--- config.mk ---
export PLATFORM = sky130hd
export DESIGN_NAME = mac_acc_pipe
export DESIGN_NICKNAME = d
export VERILOG_FILES = /design/src/rtl/mac_acc_pipe.sv
export SDC_FILE = /design/constraint.sdc
export NUM_CORES = 1
export LEC_CHECK = 0
export ABC_CLOCK_PERIOD_IN_PS = 2300
export BUFFER_PORTS_ARGS = -buffer_cell sky130_fd_sc_hd__buf_2
export CAP_MARGIN = 30
export CORE_AREA = 2 2 60 104
export DETAILED_ROUTE_END_ITERATION = 6
export DIE_AREA = 0 0 62 106
export GPL_TIMING_DRIVEN = 0
export PLACE_DENSITY = 0.73
export REMOVE_ABC_BUFFERS = 1
export SLEW_MARGIN = 10
export SYNTH_ARGS = -nofsm -noshare
export SYNTH_HDL_FRONTEND = slang
export SYNTH_SLANG_ARGS = --single-unit
--- constraint.sdc ---
create_clock -name clk -period 2.3 [get_ports clk]
set_input_delay 0.115 -clock clk [delete_from_list [all_inputs] [get_ports clk]]
set_output_delay 0.115 -clock clk [all_outputs]
set_load 0.01 [all_outputs]
--- src/rtl/mac_acc_pipe.sv ---
// Pipelined unsigned multiply-accumulate: a multiply stage feeding an accumulate stage,
// emitting one dot-product result per vector on a held valid/ready output.
module mac_acc_pipe #(
    parameter int A_W      = 4,
    parameter int B_W      = 4,
    parameter int ACC_W    = 12,
    parameter int CNT_W    = 8,
    parameter int SATURATE = 0
) (
    input  logic             clk,
    input  logic             rst,
    input  logic             in_valid,
    output logic             in_ready,
    input  logic [A_W-1:0]   in_a,
    input  logic [B_W-1:0]   in_b,
    input  logic             in_last,
    output logic             out_valid,
    input  logic             out_ready,
    output logic [ACC_W-1:0] out_acc,
    output logic             out_ovf,
    output logic [CNT_W-1:0] out_cnt
);

    localparam int P_W = A_W + B_W;

    // Stage 1: registered product
    logic             r_s1_valid;
    logic             r_s1_last;
    logic [P_W-1:0]   r_s1_prod;

    // Stage 2: running accumulation state for the current vector
    logic [ACC_W-1:0] r_acc;
    logic             r_ovf;
    logic [CNT_W-1:0] r_cnt;

    // Output holding register
    logic             r_out_valid;
    logic [ACC_W-1:0] r_out_acc;
    logic             r_out_ovf;
    logic [CNT_W-1:0] r_out_cnt;

    logic             w_en;
    logic             w_accept;
    logic [P_W-1:0]   w_prod;
    logic [ACC_W:0]   w_sum;
    logic             w_carry;
    logic [ACC_W-1:0] w_acc_next;
    logic             w_ovf_next;
    logic [CNT_W-1:0] w_cnt_next;

    // The whole pipeline advances only when the output slot is free or being drained.
    assign w_en     = !r_out_valid || out_ready;
    assign w_accept = in_valid && w_en;
    assign w_prod   = P_W'(in_a) * P_W'(in_b);

    assign w_sum   = {1'b0, r_acc} + {1'b0, ACC_W'(r_s1_prod)};
    assign w_carry = w_sum[ACC_W];

    // NOTE: every always_comb output gets a default first so no path leaves it unassigned (no latch).
    always_comb begin
        w_acc_next = w_sum[ACC_W-1:0];
        w_ovf_next = r_ovf | w_carry;
        w_cnt_next = (r_cnt == {CNT_W{1'b1}}) ? r_cnt : r_cnt + CNT_W'(1);
        if ((SATURATE != 0) && w_carry) begin
            w_acc_next = {ACC_W{1'b1}};
        end
    end

    // NOTE: sequential state uses non-blocking assignments so every register samples pre-edge values.
    always_ff @(posedge clk) begin
        if (rst) begin
            r_s1_valid  <= 1'b0;
            r_s1_last   <= 1'b0;
            r_s1_prod   <= '0;
            r_acc       <= '0;
            r_ovf       <= 1'b0;
            r_cnt       <= '0;
            r_out_valid <= 1'b0;
            r_out_acc   <= '0;
            r_out_ovf   <= 1'b0;
            r_out_cnt   <= '0;
        end else if (w_en) begin
            r_s1_valid <= w_accept;
            if (w_accept) begin
                r_s1_prod <= w_prod;
                r_s1_last <= in_last;
            end

            if (r_s1_valid) begin
                if (r_s1_last) begin
                    // Publish the finished vector and restart from zero in the same edge.
                    r_out_acc <= w_acc_next;
                    r_out_ovf <= w_ovf_next;
                    r_out_cnt <= w_cnt_next;
                    r_acc     <= '0;
                    r_ovf     <= 1'b0;
                    r_cnt     <= '0;
                end else begin
                    r_acc <= w_acc_next;
                    r_ovf <= w_ovf_next;
                    r_cnt <= w_cnt_next;
                end
            end

            r_out_valid <= r_s1_valid && r_s1_last;
        end
    end

    assign in_ready  = w_en;
    assign out_valid = r_out_valid;
    assign out_acc   = r_out_acc;
    assign out_ovf   = r_out_ovf;
    assign out_cnt   = r_out_cnt;

endmodule

==> metrics.cfg, run 1 <==
[finish]
num_antenna_cells=0
fin_area_um2=3270
drive_above_1_share_pct=16.4
ff_latch_area_um2=1060
final.fill_count=560
multiInputGateArea_um2=1800
syn_to_final_growth_pct=12.2
nets=412

[critical_path]
cp_max_fo=5
critPathBufInv=1
r2r_slack_ns=0.1
critPathKind=register to register
slowest_delay_ns=0.40
cp_cell_sequence=ha_1 > inv_1 > fa_1 > nand2b_4 > a211oi_4 > o21ai_2 > or4_1 > a31oi_1
path_depth=8
worst_ep_required_time_ns=2.54
rr_worst_depth=8
worstSetupEndpointType=register
path_delay_family=compound AO/OA/AOI/OAI gates
cp-startpoint=r_acc[0]
start_kind=register
crit_arrival_ns=2.45
crit_path_top_delay_cell=or4_1
r2r-start=r_acc[0]

[global_routing]
grt_pass1_vias=2383
overflow=0
grt_pass1_wl_mm=10.1
grt_usage_pct=19.8
grt_max_degree=35
grt_antenna_before_repair=0

[synth]
synthFlopType=dfxtp_1
synthesis.area_um2=2910
async_reset_ff_share_pct=0
ys_ff_latch=53
synth_edf_count=0
syn_inst=346
synthTopCellsByCount=56 x nand2_1, 53 x dfxtp_1, 26 x o21ai_0
yosys.area.top_type=dfxtp_1
ys_seq_area_share_pct=36.4
synth.area.top_cells=dfxtp_1 36%, ha_1 9.0%, nand2_1 7.2%
synth_top_area_share_pct=36.4
avgSynthCellArea_um2=8.41
synth.most_common_cell=nand2_1
yosysWarnings=0
ys_types=51

[hold_path]
hp-class=input pin to register
min_from=in_last
whs_path_depth=3

[floorplan]
core_um2=5790
rows=37
die_h_um=106
fp.dieW_um=62
start_util_pct=50.3
dieArea_um2=6570
ios=36

[timing]
setup_violations=0
slew_violations=0
period_share_pct=95.8
hold_ws_ns=0.0369
hold_violations=0
slew_headroom_pct=35.4
setup_ws_ns=0.0957
fin_setup_tns_ns=0
worst_slew_pin_slew_ns=0.966
fmax_ghz=0.454
finClkSkew_ns=0.00416
finalCriticalPeriod_ns=2.20
grt_setup_unrepaired=no

[clocking]
cts-buffers-inserted=5
ctsHtreeMaxLevel=2
path_clk_slew_ns=0.09
clockBufferDepth=2
clk_root_buffer_cell=clkbuf_8
tritoncts=done
cts_hold_buf=0
cts.sinks=53
post_cts_buffers=0
insertion_delay_ns=0.31

[power]
p_leak_nw=1.34
p_per_area_nw_per_um2=536
max-vdd-ir-drop_uv=261
fin_total_pwr_mw=1.75

[run]
cap_violations=0

[detailed_routing]
drcViolationCount=0
drt-initial-drc-count=85
avgRoutedWirePerCell_um=13.1
vias_per_cell=5.51
vias=2484
firstDrtPassIters=4
drt-total-wl_mm=5.90
ant_nets=0

[status]
status=completed

[placement]
port_buffers=35
placed_cell_area_um2=3130
hpwlAfterDp_mm=4.43
gp_congestion=0.816
dp_slack_ns=-0.422

==> registers in the layout, indices dropped and copies added, names as in the netlist <==
signal	flops
out_valid	1
r_cnt	8
r_s1_prod	8
out_acc	12
r_s1_valid	1
r_s1_last	1
out_ovf	1
r_acc	12
r_ovf	1
out_cnt	8
==> cell families (layout without fill, tap and decap cells) <==
family          after synthesis  count (layout)  synth area share [%]
flops                        53              53                  36.4
mux                           3               3                  1.03
xor+xnor                     15              15                  4.51
simple gates                143             143                  25.1
buf+inv                      24              51                  3.31
fa+ha+maj                    26              26                  12.5
compound gates               82              82                  17.2
==> worst register-to-register path, cell delays in order, from the launching register on <==
cell      delay, ns
dfxtp_1        0.35
ha_1           0.17
inv_1          0.05
fa_1           0.39
nand2b_4       0.17
a211oi_4       0.28
o21ai_2        0.14
or4_1          0.41
a31oi_1        0.16
==> where the power goes <==
group,internal [mW],leakage [nW],switching (mW)
registers,0.939,0.429,0.0205
clock network,0.240,0.0443,0.298
logic,0.103,0.868,0.151
==> placed cells by master (no fill, tap or decap), types with 3 or more instances in the layout <==
| master | count |
|---|---|
| fa_1 | 3 |
| buf_2 | 35 |
| or3_1 | 3 |
| mux2i_1 | 3 |
| xnor2_1 | 8 |
| xor2_1 | 7 |
| ha_1 | 21 |
| nor2_1 | 19 |
| clkbuf_8 | 6 |
| o21ai_0 | 26 |
| a22o_1 | 3 |
| a31oi_1 | 3 |
| nand3b_1 | 4 |
| a21oi_1 | 22 |
| nand2_1 | 56 |
| inv_1 | 8 |
| or4_1 | 4 |
| and2_1 | 14 |
| dfxtp_1 | 53 |
| nand3_1 | 14 |
| nor3_1 | 9 |
| a21oi_2 | 3 |
| a21o_1 | 4 |
| o211ai_1 | 3 |
==> metal layers <==
metal | track usage (%) | share of wire (%) | up-vias
met1 | 21.0 | 38 | 1162
li1 | - | - | 1270
met3 | 3.28 | 3.0 | 6
met4 | 7.29 | 1.7 | 0
met5 | 0 | 0 | -
met2 | 36.4 | 58 | 46
==> metrics by stage <==
step           util (%)  std cells
2_1_floorplan         -        330
3_3_place_gp       53.9        443
3_5_place_dp       54.1        444
4_1_cts            56.0        451
5_1_grt            56.4        451
6_report           56.4        451
==> final cells by class <==
type / count / area share, %
multi-input cells: 269 / 55.2
flip-flops and latches: 53 / 32.5
repair buffers: 36 / 5.71
well taps: 78 / 2.99
clock buffers: 7 / 2.64
inverters: 8 / 0.920
==> final timing paths <==
| check | endpoint |
|---|---|
| setup reg to reg | r_acc[10] |
| setup / recovery | r_acc[10] |
| hold reg to reg | out_acc[10] |
| hold / removal | r_s1_last |
==> repair_timing <==
item | CTS | global route
pin swaps | 0 | 5
resized for setup | 5 | 5
gates cloned | 0 | 0
endpoints found under the setup margin | 3 | 4
hold endpoints to repair | 0 | 0
No activity file was read; power rests on OpenSTA's default activity.
==> inputs of run 2 (changes only) <==
--- a/config.mk
+++ b/config.mk
@@ -6,7 +6,7 @@
 export NUM_CORES = 1
 export LEC_CHECK = 0
 export ABC_CLOCK_PERIOD_IN_PS = 2300
-export BUFFER_PORTS_ARGS = -buffer_cell sky130_fd_sc_hd__buf_2
+export BUFFER_PORTS_ARGS = -buffer_cell sky130_fd_sc_hd__buf_4
 export CAP_MARGIN = 30
 export CORE_AREA = 2 2 60 104
 export DETAILED_ROUTE_END_ITERATION = 6
==> run 2 against run 1 <==
Compared with the run above:
- sequential share of layout area decreased by 1.1 points
- setup slack improved by 0.0014 ns
- cell count increased by 0.67%
- power increased by 2.5%
- non-clock buffer count increased by 2
- via count increased by 1.9%
- critical path depth increased by 3
- combinational power increased by 4%
- hold slack improved by 0.012 ns
- wire length increased by 2.1%
- critical path type is now input pin to register
==> metrics.cfg, run 2 (synthesized netlist as in run 1, its figures left out) <==
[status]
status=completed

[placement]
gp_congestion=0.818  ; +0.29%
dp_slack_ns=-0.401  ; +0.0216 ns
hpwlAfterDp_mm=4.55  ; +2.6%
port_buffers=35  ; unchanged

[power]
max-vdd-ir-drop_uv=304  ; +17%
clock_power_share_pct=31.8  ; +1.1 points
p_per_area_nw_per_um2=530  ; -1.1%
switching_share_pct=26.1  ; -0.67 points
seqPwrFrac_pct=53.5  ; -1.3 points
power.internal_mw=1.33  ; +3.4%
fin_total_pwr_mw=1.79  ; +2.5%
combPwrFrac_pct=14.7  ; +0.2 points
p_switching_mw=0.469  ; about the same
p_leak_nw=1.38  ; +2.7%

[finish]
layout_commonest_cell=nand2_1
nets=414  ; +0.49%
ff_latch_area_um2=1060  ; unchanged
multiInputGateArea_um2=1790  ; -0.90%
final.fill_count=551  ; -1.6%
final_cell_mix=56 x nand2_1, 53 x dfxtp_1, 36 x buf_4
num_antenna_cells=0  ; unchanged
syn_to_final_growth_pct=16.2
drive_above_1_share_pct=16.8  ; +0.40 points

[clocking]
cts.sinks=53  ; unchanged
clockBufferDepth=2  ; unchanged
cts_hold_buf=0  ; unchanged
insertion_delay_ns=0.31  ; about the same
cts-buffers-inserted=5  ; unchanged
clk_root_buffer_cell=clkbuf_8
ctsHtreeMaxLevel=2  ; unchanged
tritoncts=done
path_clk_slew_ns=0.09  ; about the same

[run]
cap_violations=0  ; unchanged

[timing]
setup_violations=0  ; unchanged
slew_violations=0  ; unchanged
period_share_pct=95.8  ; about the same
worst_slew_pin_slew_ns=0.812  ; -0.154 ns
hold_violations=0  ; unchanged
finClkSkew_ns=0.00558  ; +0.00143 ns
hold_ws_ns=0.0493  ; +0.0123 ns
grt_setup_unrepaired=no
setup_ws_ns=0.0971  ; +0.00138 ns
fmax_ghz=0.454  ; about the same
finalCriticalPeriod_ns=2.20  ; -0.00138 ns
slew_headroom_pct=45.8  ; +10 points

[global_routing]
grt_pass1_vias=2396  ; +0.55%
grt_antenna_before_repair=0  ; unchanged
overflow=0  ; unchanged
grt_pass1_wl_mm=10.1  ; -0.14%
grt_max_degree=35  ; unchanged
grt_usage_pct=19.6  ; -0.21 points

[floorplan]
core_um2=5790  ; unchanged
rows=37  ; unchanged
die_h_um=106  ; unchanged
dieArea_um2=6570  ; unchanged
fp.dieW_um=62  ; unchanged
ios=36  ; unchanged
start_util_pct=50.3  ; unchanged

[critical_path]
cp_max_fo=4  ; -1
crit_arrival_ns=2.40  ; -0.05 ns
critPathKind=input pin to register
worst_ep_required_time_ns=2.50  ; -0.04 ns
worstSetupEndpointType=register
start_kind=input pin

[detailed_routing]
drcViolationCount=0  ; unchanged
ant_nets=0  ; unchanged
vias_per_cell=5.58  ; +1.3%
avgRoutedWirePerCell_um=13.3  ; +1.4%
drt-total-wl_mm=6.02  ; +2.1%
vias=2532  ; +1.9%
firstDrtPassIters=4  ; unchanged
drt-initial-drc-count=71  ; -16%

[hold_path]
hp-class=input pin to register

## run 2: cell count changes in the layout (fill, tap and decap cells not counted), sizes merged
cell / change
clkinv: +1
clkbuf: +1
buf: +1
## run 2: per-layer routing
layer | vias up | wire [um] | part of all wire [%] | global-route usage (%)
li1 | 1280 | - | - | -
met1 | 1196 | 2300 | 38 | 19.2
met2 | 43 | 3410 | 57 | 37.1
met3 | 13 | 146 | 2.4 | 2.68
met4 | 0 | 163 | 2.7 | 8.81
met5 | - | 0 | 0 | 0
## run 2: power by group through the flow
stage          logic (mW)  clock network [mW]  registers (mW)
3_3_place_gp        0.242                   0           0.981
5_1_grt             0.297               0.618           0.965
2_1_floorplan       0.173                   0           0.976
4_1_cts             0.257               0.583           0.961
3_5_place_dp        0.253                   0           0.982
6_report            0.263               0.570           0.961
## run 2: critical path, stage by stage
cell      delay, ns
buf_4          0.09
nand2_1        0.07
fa_1           0.53
inv_1          0.05
fa_2           0.55
ha_1           0.24
a21o_1         0.21
a211oi_1       0.24
nor2_1         0.09
mux2i_1        0.16
nand2_1        0.06
## run 2: area by class of cell
cell class | count | area share [%]
tap | 78 | 2.88
multi-input combinational | 269 | 52.8
inverter | 8 | 0.887
clock inverter | 1 | 0.148
timing repair buffer | 38 | 9.06
sequential | 53 | 31.3
clock buffer | 7 | 2.85
## run 2: final timing paths
kind,slack (ns),end,cells after the start,startpoint
setup / recovery,0.1,r_s1_prod[7],11,in_a[0]
hold reg to reg,0.46,out_acc[10],2,out_acc[10]
hold / removal,0.05,r_s1_last,3,in_last
setup reg to reg,0.13,r_acc[10],8,r_s1_prod[0]
## run 2: repair_timing
action	in CTS	in global routing
setup endpoints to repair	3	4
gates resized for setup	4	3
buffers inserted	0	1
pin swaps	1	3
## run 2: stage by stage
step                TNS (ns)  util (%)  area (um2)  std cells
CTS                        0      57.7        3340        452
detailed placement     -1.11      55.7        3220        444
global placement       -3.52      55.4        3210        443
finish                     0      58.5        3380        454
floorplan             -0.191         -        2850        330
global route               0      58.5        3380        454
==> inputs of run 3 (changes only) <==
--- a/config.mk
+++ b/config.mk
@@ -7,12 +7,12 @@
 export LEC_CHECK = 0
 export ABC_CLOCK_PERIOD_IN_PS = 2300
 export BUFFER_PORTS_ARGS = -buffer_cell sky130_fd_sc_hd__buf_4
-export CAP_MARGIN = 30
+export CAP_MARGIN = 20
 export CORE_AREA = 2 2 60 104
 export DETAILED_ROUTE_END_ITERATION = 6
 export DIE_AREA = 0 0 62 106
 export GPL_TIMING_DRIVEN = 0
-export PLACE_DENSITY = 0.73
+export PLACE_DENSITY = 0.84
 export REMOVE_ABC_BUFFERS = 1
 export SLEW_MARGIN = 10
 export SYNTH_ARGS = -nofsm -noshare
==> run 3 against run 2 <==
Compared with the run above:
- clock skew is 0.00078 ns higher
- setup slack better by 0.016 ns
- global-route usage is 1.5 points higher
- clock power is 12% lower
- via count is 0.32% higher
- critical path type unchanged
- hold slack worse by 0.0044 ns
- sequential cell count stayed put
- largest power group unchanged
- critical path depth stayed put
- clock-buffer cell count is 2 lower
==> metrics.cfg, run 3 (synthesized netlist as in run 1, its figures left out) <==
[critical_path]
r2r-end=r_acc[10]
critPathKind=input pin to register
r2r_slack_ns=0.12  ; about the same
cp_max_fo=4  ; unchanged
crit_arrival_ns=2.40  ; about the same
rr_worst_depth=8  ; unchanged
worstSetupEndpoint=r_s1_prod[7]
start_kind=input pin
r2r-start=r_s1_prod[0]
cp-startpoint=in_a[0]
worst_ep_required_time_ns=2.51  ; about the same
worstSetupEndpointType=register

[detailed_routing]
drt-total-wl_mm=6.38  ; +6.0%
drt-initial-drc-count=107  ; +51%
vias_per_cell=5.63  ; +0.98%
vias=2540  ; +0.32%
ant_nets=0  ; unchanged
drcViolationCount=0  ; unchanged
firstDrtPassIters=4  ; unchanged
avgRoutedWirePerCell_um=14.1  ; +6.7%

[clocking]
insertion_delay_ns=0.32  ; about the same
cts-buffers-inserted=5  ; unchanged
clockBufferDepth=2  ; unchanged
tritoncts=done
cts.sinks=53  ; unchanged
ctsHtreeMaxLevel=2  ; unchanged
clk_root_buffer_cell=clkbuf_8
path_clk_slew_ns=0.09  ; about the same

[global_routing]
use_met3_pct=4.01  ; +1.3 points
grt_pass1_vias=2479  ; +3.5%
grt_antenna_before_repair=0  ; unchanged
met1_usage_pct=21.5  ; +2.3 points
grt_max_degree=35  ; unchanged
overflow=0  ; unchanged
grt_pass1_wl_mm=10.6  ; +5.2%
grt_usage_pct=21.1  ; +1.5 points
grt-busiest-layer=met2
met2_usage_pct=36.2  ; -0.97 points

[floorplan]
fp.dieW_um=62  ; unchanged
die_h_um=106  ; unchanged
core_um2=5790  ; unchanged
dieArea_um2=6570  ; unchanged
start_util_pct=50.3  ; unchanged
ios=36  ; unchanged
rows=37  ; unchanged

[placement]
dp_cells=444  ; unchanged
hpwlAfterDp_mm=4.61  ; +1.3%
gp_congestion=0.884  ; +8.0%
port_buffers=35  ; unchanged

[finish]
syn_to_final_growth_pct=15.5
ff_latch_area_um2=1060  ; unchanged
num_antenna_cells=0  ; unchanged
final_cell_mix=56 x nand2_1, 53 x dfxtp_1, 36 x buf_4
drive_above_1_share_pct=16.9  ; +0.13 points
fin_util_pct=58.1  ; -0.37 points
final.fill_count=550  ; -0.18%
nets=413  ; -0.24%
layout_commonest_cell=nand2_1
multiInputGateArea_um2=1820  ; +1.5%
final_cells=451  ; -0.66%

[timing]
slew_headroom_pct=37.6  ; -8.2 points
fmax_ghz=0.457  ; +0.73%
finalCriticalPeriod_ns=2.19  ; -0.0160 ns
finClkSkew_ns=0.00636  ; +0.000780 ns
setup_violations=0  ; unchanged
slew_violations=0  ; unchanged
period_share_pct=95.1  ; -0.70 points
hold_violations=0  ; unchanged
fin_setup_tns_ns=0  ; unchanged
worst_slew_pin_slew_ns=0.934  ; +0.123 ns

[power]
max-vdd-ir-drop_uv=238  ; -22%
fin_total_pwr_mw=1.73  ; -3.4%
switching_share_pct=27.8  ; +1.7 points
p_switching_mw=0.482  ; +2.8%
seqPwrFrac_pct=55.5  ; +2.0 points
power.internal_mw=1.25  ; -5.6%
combPwrFrac_pct=15.6  ; +0.9 points
clock_power_share_pct=28.9  ; -2.9 points
p_leak_nw=1.36  ; -1.5%
p_per_area_nw_per_um2=515  ; -2.8%

[status]
status=completed

[hold_path]
min_from=in_last
hp-class=input pin to register

[run]
cap_violations=0  ; unchanged

==> run 3: cell count changes in the layout (fill, tap and decap cells not counted) <==
cell / before / now
clkbuf_8: 7 / 5
a211oi_1: 3 / 2
clkbuf_16: 1 / 0
o21ai_4: 0 / 1
a211oi_4: 0 / 1
buf_8: 0 / 1
a21oi_1: 23 / 21
buf_6: 1 / 0
a21oi_2: 2 / 4
o21ai_2: 1 / 0
==> run 3: timing repair <==
action | in CTS | in global routing
pin swaps | 0 | 6
endpoints found under the setup margin | 3 | 4
hold buffers | 0 | 0
resized for setup | 5 | 8
buffers inserted | 0 | 1
cloned | 0 | 0
endpoints found under the hold margin | 0 | 0
==> run 3: routing by layer <==
| layer | vias up | share of wire [%] |
|---|---|---|
| met5 | - | 0 |
| met4 | 0 | 5.7 |
| met3 | 26 | 2.9 |
| met2 | 61 | 55 |
| met1 | 1181 | 36 |
| li1 | 1272 | - |
==> run 3: worst min-delay path by stage <==
| stage | slack (ns) | cells past startpoint | to |
|---|---|---|---|
| after floorplan | 0.18 | 1 | r_acc[0] |
| after global placement | 0.37 | 3 | r_s1_last |
| after detailed placement | 0.38 | 3 | r_s1_last |
| after CTS | 0.04 | 3 | r_s1_last |
| after global routing | 0.08 | 3 | r_s1_valid |
| final | 0.04 | 3 | r_s1_last |
==> run 3: worst max-delay path: stages <==
cell	delay, ns
buf_4	0.10
nand2_1	0.07
fa_1	0.53
inv_1	0.05
fa_1	0.49
ha_1	0.32
a21o_1	0.20
a211oi_2	0.22
nor2_1	0.09
mux2i_1	0.15
nand2_1	0.06
==> run 3: layout make-up <==
class	instances	area share (%)
tap	78	2.90
inverter	8	0.893
multi-input combinational	269	54.0
timing repair buffer	37	8.48
sequential	53	31.5
clock inverter	1	0.149
clock buffer	5	2.05
==> run 3: per-stage QoR <==
stage,worst slack [ns],area (um2),hold WS [ns]
2_1_floorplan,-0.146,2850,0.184
3_3_place_gp,-0.321,3210,0.375
3_5_place_dp,-0.398,3220,0.378
4_1_cts,0.0185,3320,0.0413
5_1_grt,-0.0174,3360,0.0802
6_report,0.113,3360,0.0448
==> run 3: power by group through the flow <==
| stage | Sequential, mW | Combinational [mW] | Clock [mW] |
|---|---|---|---|
| floorplan | 0.976 | 0.173 | 0 |
| detailed placement | 0.982 | 0.254 | 0 |
| global placement | 0.980 | 0.239 | 0 |
| CTS | 0.961 | 0.261 | 0.507 |
| global route | 0.964 | 0.307 | 0.540 |
| finish | 0.961 | 0.271 | 0.501 |
